==> src/rtl/tap_tempo_decoder.sv <==
// tap_tempo_decoder
//   Measures the interval between rising edges of a user tap input and
//   converts it into the 3-bit speed code used by the tempo clock divider
//   (0 = 40 ... 7 = 220 nodes/min).
//
// Ports:
//   clk          system clock
//   reset        synchronous, active-high reset
//   tap          raw asynchronous tap level (rising edge = tap)
//   speed        decoded speed code (registered)
//   speed_valid  one-cycle pulse when speed/period update
//   period       last accepted interval in clk cycles
//   measuring    high while an interval is being counted
//   timeout      one-cycle pulse when no tap arrives within MAX_PERIOD/SCALE
//
// Build option:
//   TAP_AVG_EN   when defined, each accepted interval after the first one is
//                averaged with the previous raw interval before classification.
module tap_tempo_decoder #(
  parameter int          SCALE         = 1,
  parameter logic [2:0]  DEFAULT_SPEED = 3'd1,
  parameter int          MIN_PERIOD    = 10000000,
  parameter int          MAX_PERIOD    = 100000000
) (
  input  logic        clk,
  input  logic        reset,
  input  logic        tap,
  output logic [2:0]  speed,
  output logic        speed_valid,
  output logic [26:0] period,
  output logic        measuring,
  output logic        timeout
);

  localparam logic [26:0] MIN_CYC = 27'(MIN_PERIOD / SCALE);
  localparam logic [26:0] MAX_CYC = 27'(MAX_PERIOD / SCALE);

  // Classification thresholds; an interval equal to a threshold maps to
  // the slower code.
  localparam logic [26:0] T0 = 27'(62500000 / SCALE);
  localparam logic [26:0] T1 = 27'(43750000 / SCALE);
  localparam logic [26:0] T2 = 27'(33750000 / SCALE);
  localparam logic [26:0] T3 = 27'(27500000 / SCALE);
  localparam logic [26:0] T4 = 27'(23214286 / SCALE);
  localparam logic [26:0] T5 = 27'(19047619 / SCALE);
  localparam logic [26:0] T6 = 27'(15151516 / SCALE);

  typedef enum logic {
    IDLE,
    COUNT
  } state_t;

  state_t      state;
  logic [26:0] counter;
  logic        tap_sync1;
  logic        tap_sync2;
  logic        tap_prev;
  logic        tap_edge;
  logic [26:0] p_eff;

`ifdef TAP_AVG_EN
  // Previous raw interval; zero means "no previous interval" because every
  // accepted interval is at least 1 cycle long.
  logic [26:0] p_prev;
  logic [27:0] avg_sum;
`endif

  function automatic logic [2:0] classify(input logic [26:0] p);
    if      (p >= T0) classify = 3'd0;
    else if (p >= T1) classify = 3'd1;
    else if (p >= T2) classify = 3'd2;
    else if (p >= T3) classify = 3'd3;
    else if (p >= T4) classify = 3'd4;
    else if (p >= T5) classify = 3'd5;
    else if (p >= T6) classify = 3'd6;
    else              classify = 3'd7;
  endfunction

  always_comb begin
    tap_edge = tap_sync2 & ~tap_prev;
`ifdef TAP_AVG_EN
    avg_sum = {1'b0, p_prev} + {1'b0, counter};
    if (p_prev == '0) p_eff = counter;
    else              p_eff = 27'(avg_sum >> 1);
`else
    p_eff = counter;
`endif
  end

  always_ff @(posedge clk) begin
    if (reset) begin
      // Synchroniser flops reset high so a tap held through reset is not an edge.
      tap_sync1   <= 1'b1;
      tap_sync2   <= 1'b1;
      tap_prev    <= 1'b1;
      state       <= IDLE;
      counter     <= '0;
      speed       <= DEFAULT_SPEED;
      period      <= '0;
      speed_valid <= 1'b0;
      timeout     <= 1'b0;
      measuring   <= 1'b0;
`ifdef TAP_AVG_EN
      p_prev      <= '0;
`endif
    end else begin
      tap_sync1   <= tap;
      tap_sync2   <= tap_sync1;
      tap_prev    <= tap_sync2;
      speed_valid <= 1'b0;
      timeout     <= 1'b0;

      case (state)
        IDLE: begin
          if (tap_edge) begin
            counter   <= 27'd1;
            state     <= COUNT;
            measuring <= 1'b1;
          end
        end

        COUNT: begin
          if (tap_edge && counter >= MIN_CYC) begin
            // An edge on the MAX cycle lands here too: the edge wins.
            period      <= p_eff;
            speed       <= classify(p_eff);
            speed_valid <= 1'b1;
            counter     <= 27'd1;
`ifdef TAP_AVG_EN
            p_prev      <= counter;
`endif
          end else if (!tap_edge && counter == MAX_CYC) begin
            timeout   <= 1'b1;
            state     <= IDLE;
            measuring <= 1'b0;
            counter   <= '0;
`ifdef TAP_AVG_EN
            p_prev    <= '0;
`endif
          end else begin
            counter <= counter + 27'd1;
          end
        end

        default: begin
          state     <= IDLE;
          measuring <= 1'b0;
          counter   <= '0;
        end
      endcase
    end
  end

endmodule

==> config.mk <==
export PLATFORM = sky130hd
export DESIGN_NAME = tap_tempo_decoder
export DESIGN_NICKNAME = d
export VERILOG_FILES = /design/src/rtl/tap_tempo_decoder.sv
export SDC_FILE = /design/constraint.sdc
export NUM_CORES = 1
export LEC_CHECK = 0
export ABC_AREA = 1
export BUFFER_PORTS_ARGS = -buffer_cell sky130_fd_sc_hd__buf_2
export CORE_ASPECT_RATIO = 0.8
export CORE_MARGIN = 2
export CORE_UTILIZATION = 45
export DETAILED_ROUTE_END_ITERATION = 10
export PLACE_DENSITY = 0.71
export SLEW_MARGIN = 20
export SYNTH_ARGS = -nofsm -noshare
export SYNTH_HDL_FRONTEND = slang
export SYNTH_SLANG_ARGS = --single-unit
==> constraint.sdc <==
create_clock -name clk -period 4.35 [get_ports clk]
set_clock_uncertainty 0.1 [all_clocks]
set_input_delay 0.6525 -clock clk [delete_from_list [all_inputs] [get_ports clk]]
set_output_delay 0.6525 -clock clk [all_outputs]
set_load 0.01 [all_outputs]
### Yosys cells after proc, flatten, opt, wreduce, memory -nomap -nowiden

Cells that the tools add are included.

| word-level totals | value |
|---|---|
| register bits | 64 |
| output and inout port bits | 33 |
| input port bits | 3 |
| logic and storage cells | 54 |

| operators by class | value |
|---|---|
| reductions and logical operators | 7 |
| bitwise gates (word level) | 3 |
| eq/ne operators | 4 |
| $add $sub $neg | 1 |
| order comparisons | 8 |
| multiplexer cells | 21 |

Operators with widths:

| operator | number |
|---|---|
| greater-or-equal comparator 27 x 25 -> 1 bit, second input constant | 3 |
| greater-or-equal comparator 27 x 26 -> 1 bit, second input constant | 3 |
| 2-to-1 mux 27 bit | 3 |
| greater-or-equal comparator 27 x 24 -> 1 bit, second input constant | 2 |
| case mux 27 bit (2 select lines) | 1 |
| adder 27 x 1 -> 27 bit, second input constant | 1 |
| equality test 27 bit, second input constant | 1 |
| 2-to-1 mux 3 bit | 4 |
| 2-to-1 mux 1 bit | 9 |
| 2-to-1 mux 2 bit | 2 |
| != test 2 bit, second input constant | 2 |
| case mux 1 bit (2 select lines) | 2 |
| AND reduction 3 bit | 1 |
| OR reduction 3 bit | 1 |
| logical AND 1 bit | 2 |
| != test 2 x 1 -> 1 bit, second input constant | 1 |
| NOT 1 bit | 2 |
| AND reduction 2 bit | 1 |
| OR reduction 2 bit | 1 |
| bitwise AND 1 bit | 1 |
| zero test 1 bit | 1 |

### Longest topological paths before layout

Gate-level depths: netlist (run 1).

| logic depth | value |
|---|---|
| word-level depth | 8 |
| mapped depth | 15 |

### Worst setup path after synthesis (run 1)

No wires, ideal clock.

| timing path | value |
|---|---|
| path kind | register to register |
| from | reg counter[1] |
| to | reg counter[22] |
| arrival | 1.605 ns |
| cell stages (with the launch flop) | 13 |
| clock period less this slack | 1.838 ns |
| path slack | 2.512 ns |
| required time | 4.116 ns |
| library setup time | 0.134 ns |
| buffers on the path | 0 |
| cell sequence | dfxtp_1 ha_1 inv_1 nor2_1 nand3_1 nor2_2 inv_2 nor2_4 nand2_4 o21ai_0 inv_1 o21ai_1 a21oi_1 |

| between the ends | value |
|---|---|
| cells in the longest elaborated chain, start to end | 5 |
| elaborated cells between the ends (all ways) | 8 |
| those cells by class | add/sub: 1; order compare: 1; eq/ne: 1; mux: 3; reduce/logical: 2 |

RTL lines:

| what | RTL line | text |
|---|---|---|
| start, declared | 54 | `logic [26:0] counter;` |
| start signal, assigned | 141 | `counter <= counter + 27'd1;` |
| branches (longest 3 deep; another with adder 27 x 1 -> 27 bit) | - |  |
| 2-to-1 mux 27 bit * | 123 | `if (tap_edge && counter >= MIN_CYC) begin` |
| case mux 27 bit (2 select lines) * | 113 | `case (state)` |

Mark *: on every way between the ends.
A chain may end at the register's enable or synchronous reset.

### Worst setup path after layout (run 1)

| timing path | value |
|---|---|
| from | reg counter[12] |
| to | reg speed[0] |

| between the ends | value |
|---|---|
| cells in the longest elaborated chain, start to end | 8 |
| elaborated cells between the ends (all ways) | 17 |
| those cells by class | order compare: 8; mux: 7; reduce/logical: 2 |

RTL lines:

| what | RTL line | text |
|---|---|---|
| greater-or-equal comparator 27 x 24 -> 1 bit | 75 | `else if (p >= T6) classify = 3'd6;` |
| 2-to-1 mux 1 bit | 75 |  |
| 2-to-1 mux 2 bit | 74 | `else if (p >= T5) classify = 3'd5;` |
| 2-to-1 mux 2 bit | 73 | `else if (p >= T4) classify = 3'd4;` |
| 2-to-1 mux 3 bit | 72 | `else if (p >= T3) classify = 3'd3;` |
| 2-to-1 mux 3 bit | 71 | `else if (p >= T2) classify = 3'd2;` |
| 2-to-1 mux 3 bit | 70 | `else if (p >= T1) classify = 3'd1;` |
| 2-to-1 mux 3 bit | 69 | `if (p >= T0) classify = 3'd0;` |
| end signal, assigned | 126 | `speed <= classify(p_eff);` |
| end, declared | 28 | `output logic [2:0] speed,` |

Parallel ways exist; a longest one is shown, timed or not.

==> impl_metrics.toml, run 1 <==
[run_status]
run_status = "finished clean"

[finish]
most_common_library_cell_in_the_layout_ignoring_fill_and_taps = "sky130_fd_sc_hd__nand2_1"
layout_common_cells = "sky130_fd_sc_hd__nand2_1 (146), sky130_fd_sc_hd__nor2_1 (79), sky130_fd_sc_hd__dfxtp_1 (64)"
final_layout_size_suffix_gt1_share_pct = 13.3
area_growth_syn_to_layout_pct = 9.50
finalNonFillerCells = 737
n_antenna_cell = 0
nets = 625

[cts]
clk_path_buf_depth = 2
holdBufCountCts = 0
insertion_delay_ps = 360
ctsRootBufferMaster = "sky130_fd_sc_hd__clkbuf_8"
cts_made_buffers = 9
worst_setup_hold_path_clk_slew_ps = 90
tritoncts = "done"
post_cts_resize_count = 0
post-cts-setup-buffers = 0
cts.htree.levels = 3
cts.sink_count = 64

[yosys]
synthTopCellsByArea = "sky130_fd_sc_hd__dfxtp_1 (33%), sky130_fd_sc_hd__nand2_1 (14%), sky130_fd_sc_hd__nor2_1 (7.7%), sky130_fd_sc_hd__a21oi_1 (7.7%), sky130_fd_sc_hd__inv_1 (5.2%)"
ys_warn_count = 0
syn_inst = 606
seq_area_frac_synth_pct = 33.2
yosys_top_cell_by_area = "sky130_fd_sc_hd__dfxtp_1"
netlist.area_leader.share_pct = 33.2
ys_types = 37
average_instance_area_after_synthesis_um2 = 6.37
yosys_register_bits = 64
postSynthNetCount = 611
mappedNetlistArea_um2 = 3860

[placed_design]
number_of_port_buffers = 35
dpl.hpwl_mm = 9.69
placed_cells = 721
gpl.final_weighted_congestion = 1.04
post-place-ws_ps = 1720

[detailed_routing]
wl_met1_mm = 6.02
top_signal_layer_used = "met4"
met3WireLength_mm = 1.13
detail_route.wl_per_cell_um = 17.4
post-route-drc-count = 0
route.met2.wl_mm = 5.22
drtPass1Iterations = 6
initialDrtViolationCount = 363
vias = 4120
final_antenna_net_count = 0
route.detailed.vias_per_inst = 5.59
totalWireLength_mm = 12.8

[worst_hold_path]
hp-class = "register to register"

[critical_path]
max_stage_delay_ps = 580
worst-endpoint-required_ps = 4510
timing.critical_path.buf_inv = 2
critical-path-top-delay-family = "simple AND/OR/NAND/NOR gates"
start_kind = "register"
worstPathMaxFanout = 54
path_cells = "nand2_1, nand2_1, inv_1, o211ai_1, nand2_1, nand3_2, nand2_4, nor2_8, inv_2, a21oi_1, nand2_1"
worst-endpoint-arrival_ps = 2820
setup.worst_path.class = "register to register"
timing.critical_path.mode_cell = "sky130_fd_sc_hd__nand2_1"
critPathSlowestCell = "sky130_fd_sc_hd__dfxtp_1"
crit_path_end_kind = "register"

[timing]
tightestPinTransition_ps = 804
slew_headroom_pct = 46.2
layout_worst_path_cycle_share_pct = 61.2
fin_ws_ps = 1690
setup-tns-final_ps = 0
rsz0062_at_grt = "false"
hold_slack_ps = 311
timing.final.hold_violations = 0
finalWorstPathRequiredPeriod_ps = 2660
fmaxAchievable_mhz = 375
drv_slew = 0
final-setup-viol-count = 0

[power]
design_power_total_mw = 1.23
worst_ir_drop_vdd_mv = 0.198
total_power_divided_by_cell_area_nw_per_um2 = 292
static-leakage-power_nw = 1.83

[run]
timing.max_cap.violations = 0

[global_routing]
gr-total-overflow = 0
via_count_of_the_first_global_routing_pass = 3626
globalRouteTotalUtil_pct = 28.0
antenna_found_initial = 0
pin_count_of_the_biggest_net_entering_global_routing = 55
wire_length_of_the_first_global_routing_pass_mm = 19.8

[floorplan]
die_height_um = 86.8
io_pins = 36
rows = 30
dieArea_um2 = 9330
fp.coreArea_um2 = 8410
initial_utilization_pct = 45.9
die_width_um = 108
where the power goes:
group          leakage [nW]  switching, mW  internal, mW
Sequential            0.516        0.00229         0.588
Combinational          1.20         0.0218       0.00573
Clock                 0.110          0.287         0.329
Total                  1.83          0.311         0.922
synthesized netlist by cell type:
master / n
sky130_fd_sc_hd__a211oi_1: 1
sky130_fd_sc_hd__a21boi_0: 1
sky130_fd_sc_hd__a21boi_1: 1
sky130_fd_sc_hd__a21oi_1: 59
sky130_fd_sc_hd__a21oi_2: 2
sky130_fd_sc_hd__a31oi_1: 4
sky130_fd_sc_hd__buf_2: 14
sky130_fd_sc_hd__buf_4: 5
sky130_fd_sc_hd__buf_6: 3
sky130_fd_sc_hd__clkbuf_1: 11
sky130_fd_sc_hd__dfxtp_1: 64
sky130_fd_sc_hd__ha_1: 2
sky130_fd_sc_hd__inv_1: 53
sky130_fd_sc_hd__inv_2: 9
sky130_fd_sc_hd__nand2_1: 146
sky130_fd_sc_hd__nand2_2: 4
sky130_fd_sc_hd__nand2_4: 2
sky130_fd_sc_hd__nand3_1: 30
sky130_fd_sc_hd__nand3_2: 2
sky130_fd_sc_hd__nand3b_1: 1
sky130_fd_sc_hd__nand4_1: 18
sky130_fd_sc_hd__nor2_1: 79
sky130_fd_sc_hd__nor2_2: 1
sky130_fd_sc_hd__nor2_4: 4
sky130_fd_sc_hd__nor2_8: 1
sky130_fd_sc_hd__nor3_1: 18
sky130_fd_sc_hd__nor3_2: 3
sky130_fd_sc_hd__nor4_1: 3
sky130_fd_sc_hd__o2111ai_1: 3
sky130_fd_sc_hd__o211ai_1: 2
sky130_fd_sc_hd__o21a_1: 1
sky130_fd_sc_hd__o21ai_0: 18
sky130_fd_sc_hd__o21ai_1: 28
sky130_fd_sc_hd__o21bai_1: 1
sky130_fd_sc_hd__o31ai_1: 1
sky130_fd_sc_hd__or2_2: 3
sky130_fd_sc_hd__xor2_1: 8
final timing paths:
check | from | end | slack, ps | depth (start not counted)
max reg2reg | counter[12] | speed[0] | 1690 | 11
min | tap_sync1 | tap_sync2 | 310 | 1
min reg2reg | tap_sync1 | tap_sync2 | 310 | 1
max | counter[12] | speed[0] | 1690 | 11
layer usage:
| metal | track usage [%] | up-vias |
|---|---|---|
| met5 | 0 | - |
| met4 | 11.2 | 0 |
| met3 | 6.69 | 37 |
| met2 | 40.3 | 195 |
| met1 | 40.2 | 1878 |
| li1 | - | 2010 |
layout make-up:
| type | count | area (µm²) |
|---|---|---|
| fillers | 920 | 4180 |
| flip-flops and latches | 64 | 1280 |
| well taps | 112 | 140 |
| multi-input cells | 447 | 2160 |
| inverters | 62 | 233 |
| clock inverters | 7 | 103 |
| clock buffers | 9 | 124 |
| repair buffers | 36 | 183 |
cell families after synthesis:
kind of cell / Yosys count / synth area share, %
adder cells (fa/ha/maj): 2 / 0.649
flip-flops: 64 / 33.2
AND/OR/NAND/NOR: 315 / 36.6
buffers and inverters: 95 / 10.8
XOR/XNOR: 8 / 1.82
AO/OA/AOI/OAI: 122 / 17.0
worst register-to-register path, stage by stage, from the launching register on:
cell	delay (ps)
sky130_fd_sc_hd__dfxtp_1	580
sky130_fd_sc_hd__nand2_1	210
sky130_fd_sc_hd__nand2_1	120
sky130_fd_sc_hd__inv_1	50
sky130_fd_sc_hd__o211ai_1	190
sky130_fd_sc_hd__nand2_1	90
sky130_fd_sc_hd__nand3_2	90
sky130_fd_sc_hd__nand2_4	150
sky130_fd_sc_hd__nor2_8	570
sky130_fd_sc_hd__inv_2	190
sky130_fd_sc_hd__a21oi_1	170
sky130_fd_sc_hd__nand2_1	60
flip-flops by register name (all words and copies together) (netlist names):
register and count:
tap_sync1 1, counter 27, tap_prev 1, period 27, speed_valid 1, tap_sync2 1, state 1, speed 3
measuring 1, timeout 1
stage by stage:
| stage | instance area, µm² | utilization, % |
|---|---|---|
| floorplan | 3860 | - |
| detailed placement | 4000 | 47.5 |
| global placement | 4000 | 47.5 |
| CTS | 4220 | 50.2 |
| global route | 4220 | 50.2 |
| finish | 4220 | 50.2 |
(Power assumes the default switching activity.)
==> run 2, diff against run 1 <==
--- a/config.mk
+++ b/config.mk
@@ -5,13 +5,13 @@
 export SDC_FILE = /design/constraint.sdc
 export NUM_CORES = 1
 export LEC_CHECK = 0
-export ABC_AREA = 1
+export ABC_AREA = 0
 export BUFFER_PORTS_ARGS = -buffer_cell sky130_fd_sc_hd__buf_2
 export CORE_ASPECT_RATIO = 0.8
 export CORE_MARGIN = 2
 export CORE_UTILIZATION = 45
 export DETAILED_ROUTE_END_ITERATION = 10
-export PLACE_DENSITY = 0.71
+export PLACE_DENSITY = 0.74
 export SLEW_MARGIN = 20
 export SYNTH_ARGS = -nofsm -noshare
 export SYNTH_HDL_FRONTEND = slang
==> constraint.sdc (replaced) <==
create_clock -name clk -period 2.35 [get_ports clk]
set_clock_uncertainty 0.1 [all_clocks]
set_input_delay 0.3525 -clock clk [delete_from_list [all_inputs] [get_ports clk]]
set_output_delay 0.3525 -clock clk [all_outputs]
set_load 0.01 [all_outputs]
==> run 2 against run 1 <==
Sequential share of layout area fell by 2.2 points; global-route usage down 0.57 points; final area up 9.1%; highest routed layer unchanged.
==> impl_metrics.toml, run 2 <==
[critical_path]
start_kind = "register"
setup.worst_path.class = "register to register"
max_stage_delay_ps = 480
worst-endpoint-required_ps = 2520
worst-endpoint-arrival_ps = 2500
crit_path_end_kind = "register"
path_cells = "buf_4, and3_1, nand3_1, nor2_1, and4_1, nand4_1, o31a_1, o21ai_0"
critPathSlowestCell = "sky130_fd_sc_hd__dfxtp_2"
worstPathMaxFanout = 9

[power]
internal_power_mw = 1.59
share_seq_of_total_power_pct = 51.5
static-leakage-power_nw = 2.10
design_power_total_mw = 2.12
total_power_divided_by_cell_area_nw_per_um2 = 459
worst_ir_drop_vdd_mv = 0.383
pwr-share-clk_pct = 44.3
p_sw_uw = 529
share_comb_of_total_power_pct = 4.2
netSwitchingFraction_pct = 25.0

[timing]
final-setup-viol-count = 0
slew_headroom_pct = 72.3
drv_slew = 0
finalWorstPathRequiredPeriod_ps = 2320
tightestPinTransition_ps = 416
fin_ws_ps = 25.3
setup-tns-final_ps = 0
layout_worst_path_cycle_share_pct = 98.9
timing.final.hold_violations = 0
hold_slack_ps = 69.8
fmaxAchievable_mhz = 430

[cts]
insertion_delay_ps = 370
clk_path_buf_depth = 2
cts.sink_count = 64
tritoncts = "done"
cts_made_buffers = 9
cts.htree.levels = 3
worst_setup_hold_path_clk_slew_ps = 80
ctsRootBufferMaster = "sky130_fd_sc_hd__clkbuf_8"

[detailed_routing]
totalWireLength_mm = 11.7
drtPass1Iterations = 5
vias = 3889
detail_route.wl_per_cell_um = 18.2
initialDrtViolationCount = 347
final_antenna_net_count = 0
post-route-drc-count = 0
route.detailed.vias_per_inst = 6.02

[yosys]
seq_area_frac_synth_pct = 35.9
synthTopCellsByArea = "sky130_fd_sc_hd__dfxtp_1 (36%), sky130_fd_sc_hd__nor2_1 (6.3%), sky130_fd_sc_hd__mux2i_1 (5.9%), sky130_fd_sc_hd__o21ai_0 (3.9%), sky130_fd_sc_hd__nand2_1 (3.7%)"
synth_adder_area_share_pct = 0.701
ys_types = 60
mappedNetlistArea_um2 = 3570
synth_simple_gate_area_share_pct = 31.5
synth-compound-area-share_pct = 19.2
postSynthNetCount = 450
multiplexer_area_fraction_after_synthesis_pct = 5.89
yosys_top_cell_by_area = "sky130_fd_sc_hd__dfxtp_1"
yosys_register_bits = 64
netlist.area_leader.share_pct = 35.9
average_instance_area_after_synthesis_um2 = 8.02
synthFlopType = "sky130_fd_sc_hd__dfxtp_1"
synthTopCellsByCount = "sky130_fd_sc_hd__dfxtp_1 (64), sky130_fd_sc_hd__nor2_1 (60), sky130_fd_sc_hd__nand2_1 (35)"
syn_inst = 445
synth_top_family_by_area = "simple AND/OR/NAND/NOR gates"
synth.most_common_cell = "sky130_fd_sc_hd__dfxtp_1"
synth-edff-count = 0
async_flop_share_pct = 0
ys_warn_count = 0
yosys.area_share.xor_xnor_pct = 0.245

[placed_design]
post-place-ws_ps = -61.1
gpl.final_weighted_congestion = 0.944
number_of_port_buffers = 35
dpl.hpwl_mm = 8.65

[floorplan]
die_height_um = 83.7
die_width_um = 104
fp.coreArea_um2 = 7800
rows = 29
dieArea_um2 = 8660
io_pins = 36
initial_utilization_pct = 45.7

[finish]
n_antenna_cell = 0
final_layout_size_suffix_gt1_share_pct = 32.3
reg_top3 = "counter x27, period x27, speed x3"
layout_common_cells = "sky130_fd_sc_hd__buf_4 (78), sky130_fd_sc_hd__nor2_1 (59), sky130_fd_sc_hd__dfxtp_1 (55)"
most_common_library_cell_in_the_layout_ignoring_fill_and_taps = "sky130_fd_sc_hd__buf_4"
num-fill-cells = 682
area_growth_syn_to_layout_pct = 29.2
nets = 538

[global_routing]
via_count_of_the_first_global_routing_pass = 3521
gr-total-overflow = 0
pin_count_of_the_biggest_net_entering_global_routing = 27
globalRouteTotalUtil_pct = 27.4
wire_length_of_the_first_global_routing_pass_mm = 18.6
antenna_found_initial = 0

[worst_hold_path]
hp-class = "input port to register"

[run]
timing.max_cap.violations = 0

[run_status]
run_status = "finished clean"
run 2: cell types whose count changed after synthesis, moves of 8 or more:
cell                       change
sky130_fd_sc_hd__a21o_1        +8
sky130_fd_sc_hd__a21oi_1      -33
sky130_fd_sc_hd__clkbuf_1     +12
sky130_fd_sc_hd__inv_1        -47
sky130_fd_sc_hd__inv_2         -9
sky130_fd_sc_hd__mux2i_1      +21
sky130_fd_sc_hd__nand2_1     -111
sky130_fd_sc_hd__nand3_1      -10
sky130_fd_sc_hd__nand4_1      -11
sky130_fd_sc_hd__nor2_1       -19
sky130_fd_sc_hd__o21ai_0      +10
sky130_fd_sc_hd__o21ai_1      -28
run 2: what timing repair did:
action / CTS / global route
gates cloned: 0 / 0
buffers inserted: 0 / 8
gates resized for setup: 3 / 25
setup endpoints to repair: 12 / 50
pin swaps: 0 / 6
hold buffers: 0 / 0
run 2: stage by stage:
stage / std cells / util, % / cell area (µm²)
after floorplan: 445 / - / 3570
after global placement: 622 / 54.9 / 4280
after detailed placement: 622 / 54.9 / 4280
after CTS: 638 / 57.4 / 4480
after global routing: 646 / 59.1 / 4610
final: 646 / 59.1 / 4610
run 2: final timing paths:
kind | startpoint | slack [ps] | cells past startpoint | endpoint
worst max-delay path | counter[8] | 30 | 8 | counter[26]
worst min-delay path | tap | 70 | 2 | tap_sync1
worst max register to register | counter[8] | 30 | 8 | counter[26]
worst min register to register | tap_sync1 | 320 | 1 | tap_sync2
run 2: kinds of logic after synthesis:
| kind of cell | count (synthesis) |
|---|---|
| xor+xnor | 1 |
| buf+inv | 47 |
| simple gates | 204 |
| mux | 21 |
| flops | 64 |
| compound gates | 106 |
| fa+ha+maj | 2 |
run 2: metal layers:
layer | GRT usage (%) | up-vias | part of all wire [%]
met2 | 42.8 | 201 | 43
met4 | 9.34 | 0 | 2.5
li1 | - | 1802 | -
met1 | 38.2 | 1856 | 46
met5 | 0 | - | 0
met3 | 5.23 | 30 | 8.3
run 2: critical path: cells and delay by family, from the launching register on:
family	cells	cell delay [ps]
flops	1	480
compound gates	2	380
buf+inv	1	180
simple gates	5	1100
run 2: final cells by class:
class | instances | area, µm² | share of cell area [%]
inverter | 6 | 22.5 | 0.489
clock buffer | 12 | 165 | 3.58
timing repair buffer | 118 | 856 | 18.6
clock inverter | 4 | 27.5 | 0.597
multi-input combinational | 334 | 2110 | 45.7
sequential | 64 | 1300 | 28.1
tap | 108 | 135 | 2.93
run 2: power groups by stage:
stage / Sequential (mW) / Clock (mW) / Combinational, mW
3_3_place_gp: 1.12 / 0 / 0.0717
3_5_place_dp: 1.12 / 0 / 0.0733
5_1_grt: 1.09 / 0.989 / 0.0944
4_1_cts: 1.09 / 0.952 / 0.0740
2_1_floorplan: 1.12 / 0 / 0.0417
6_report: 1.09 / 0.939 / 0.0883
==> run 3, diff against run 2 <==
--- a/config.mk
+++ b/config.mk
@@ -11,6 +11,7 @@
 export CORE_MARGIN = 2
 export CORE_UTILIZATION = 45
 export DETAILED_ROUTE_END_ITERATION = 10
+export MAX_ROUTING_LAYER = met4
 export PLACE_DENSITY = 0.74
 export SLEW_MARGIN = 20
 export SYNTH_ARGS = -nofsm -noshare
==> run 3 against run 2 <==
Count of clock-buffer cells in the layout decreased by 2; utilization increased by 0.30 points; die area unchanged; global-route usage increased by 1.8 points; combinational power decreased by 6.9%; wire length increased by 0.93%; sequential share of layout area decreased by 0.23 points; fmax increased by 2.4%; non-clock buffer count decreased by 4.
==> impl_metrics.toml, run 3 (same netlist as run 2, synthesis figures left out) <==
[run_status]
run_status = "finished clean"

[critical_path]
start_kind = "register"
timing.critical_path.mode_cell = "sky130_fd_sc_hd__buf_4"
worst-endpoint-required_ps = 2540
max_stage_delay_ps = 380
timing.critical_path.buf_inv = 2
worstPathMaxFanout = 5
worst-endpoint-arrival_ps = 2460
critPathSlowestCell = "sky130_fd_sc_hd__a311o_1"
setup.worst_path.class = "register to register"
path_cells = "a311o_1, a211oi_1, buf_4, nor2_1, o41ai_2, buf_4, and4_1, o311ai_0, a21oi_1"
crit_path_end_kind = "register"
critical-path-top-delay-family = "compound AO/OA/AOI/OAI gates"

[placed_design]
gpl.final_weighted_congestion = 1.06
placed_cells = 624
dpl.hpwl_mm = 8.77
number_of_port_buffers = 35

[detailed_routing]
vias = 3827
route.detailed.vias_per_inst = 5.96
post-route-drc-count = 0
detail_route.wl_per_cell_um = 18.5
final_antenna_net_count = 0
totalWireLength_mm = 11.9
drtPass1Iterations = 5
initialDrtViolationCount = 363

[floorplan]
dieArea_um2 = 8660
die_height_um = 83.7
initial_utilization_pct = 45.7
die_width_um = 104
io_pins = 36
fp.coreArea_um2 = 7800
rows = 29

[cts]
insertion_delay_ps = 360
clk_path_buf_depth = 2
cts_made_buffers = 9
cts.sink_count = 64
holdBufCountCts = 0
cts.htree.levels = 3
ctsRootBufferMaster = "sky130_fd_sc_hd__clkbuf_8"
tritoncts = "done"
worst_setup_hold_path_clk_slew_ps = 80

[finish]
reg_top3 = "counter x27, period x27, speed x3"
area_growth_syn_to_layout_pct = 29.8
finalNonFillerCells = 642
layout_common_cells = "sky130_fd_sc_hd__buf_4 (74), sky130_fd_sc_hd__nor2_1 (59), sky130_fd_sc_hd__dfxtp_1 (54)"
final_layout_size_suffix_gt1_share_pct = 32.2
num-fill-cells = 704
nets = 534
most_common_library_cell_in_the_layout_ignoring_fill_and_taps = "sky130_fd_sc_hd__buf_4"
n_antenna_cell = 0

[power]
static-leakage-power_nw = 2.09
worst_ir_drop_vdd_mv = 0.339
total_power_divided_by_cell_area_nw_per_um2 = 491

[timing]
timing.final.hold_violations = 0
rsz0062_at_grt = "true"
slew_headroom_pct = 72.5
drv_slew = 0
hold_slack_ps = 72.4
layout_worst_path_cycle_share_pct = 96.6
final-setup-viol-count = 0
tightestPinTransition_ps = 409
fmaxAchievable_mhz = 441
finalWorstPathRequiredPeriod_ps = 2270

[global_routing]
antenna_found_initial = 0
via_count_of_the_first_global_routing_pass = 3645
pin_count_of_the_biggest_net_entering_global_routing = 28
globalRouteTotalUtil_pct = 29.2
gr-total-overflow = 0
wire_length_of_the_first_global_routing_pass_mm = 19.3

[run]
timing.max_cap.violations = 0

[worst_hold_path]
hp-class = "input port to register"
==> run 3: cell count changes in the layout (fill, tap and decap cells not counted), sizes merged <==
cell | previous run | this run
bufinv | 0 | 2
clkbuf | 12 | 10
clkinvlp | 3 | 2
buf | 118 | 114
clkinv | 1 | 2
==> run 3: path summary, 6_finish.rpt <==
path,from,end,slack [ps],depth (start not counted)
max,counter[3],speed[0],80,9
min,tap,tap_sync1,70,2
max reg2reg,counter[3],speed[0],80,9
min reg2reg,tap_sync1,tap_sync2,310,1
==> run 3: cell type report <==
| type | count | area [µm²] | area share, % |
|---|---|---|---|
| tap | 108 | 135 | 2.92 |
| sequential | 64 | 1290 | 27.9 |
| timing repair buffer | 114 | 831 | 17.9 |
| clock buffer | 10 | 138 | 2.97 |
| inverter | 6 | 22.5 | 0.486 |
| multi-input combinational | 334 | 2120 | 45.8 |
| clock inverter | 6 | 92.6 | 2.00 |
==> run 3: layer usage <==
| layer | vias up | track usage [%] | wire, µm |
|---|---|---|---|
| met3 | 41 | 7.03 | 959 |
| met1 | 1812 | 39.8 | 5390 |
| li1 | 1791 | - | - |
| met4 | 0 | 10.7 | 330 |
| met5 | - | - | 0 |
| met2 | 183 | 42.2 | 5180 |
==> run 3: timing repair <==
action | 4_1_cts | 5_1_grt
setup endpoints to repair | 5 | 32
pin swaps | 0 | 4
gates resized for setup | 3 | 26
buffers inserted | 0 | 2
hold endpoints to repair | 0 | 0
==> run 3: where the power goes <==
part           internal (mW)  switching [mW]  total [mW]
sequential              1.09         0.00450        1.09
combinational         0.0311          0.0511      0.0822
clock                  0.629           0.473        1.10
total                   1.75           0.529        2.28
==> run 3: metrics by stage <==
step | setup TNS [ps] | worst slack [ps] | util, % | cell area [µm²] | total power [mW]
after floorplan | 0 | 196 | - | 3570 | 1.16
after global placement | -22.6 | -22.6 | 55.2 | 4310 | 1.19
after detailed placement | -89.1 | -61.4 | 55.2 | 4310 | 1.19
after CTS | 0 | 2.60 | 58.3 | 4550 | 2.29
after global routing | -22.6 | -11.8 | 59.4 | 4630 | 2.35
final | 0 | 80.2 | 59.4 | 4630 | 2.28
==> run 3: worst register-to-register path, stage by stage, from the launching register on <==
cell and delay, ps:
sky130_fd_sc_hd__dfxtp_2 370, sky130_fd_sc_hd__a311o_1 390, sky130_fd_sc_hd__a211oi_1 280, sky130_fd_sc_hd__buf_4 160
sky130_fd_sc_hd__nor2_1 40, sky130_fd_sc_hd__o41ai_2 230, sky130_fd_sc_hd__buf_4 170, sky130_fd_sc_hd__and4_1 180
sky130_fd_sc_hd__o311ai_0 130, sky130_fd_sc_hd__a21oi_1 160
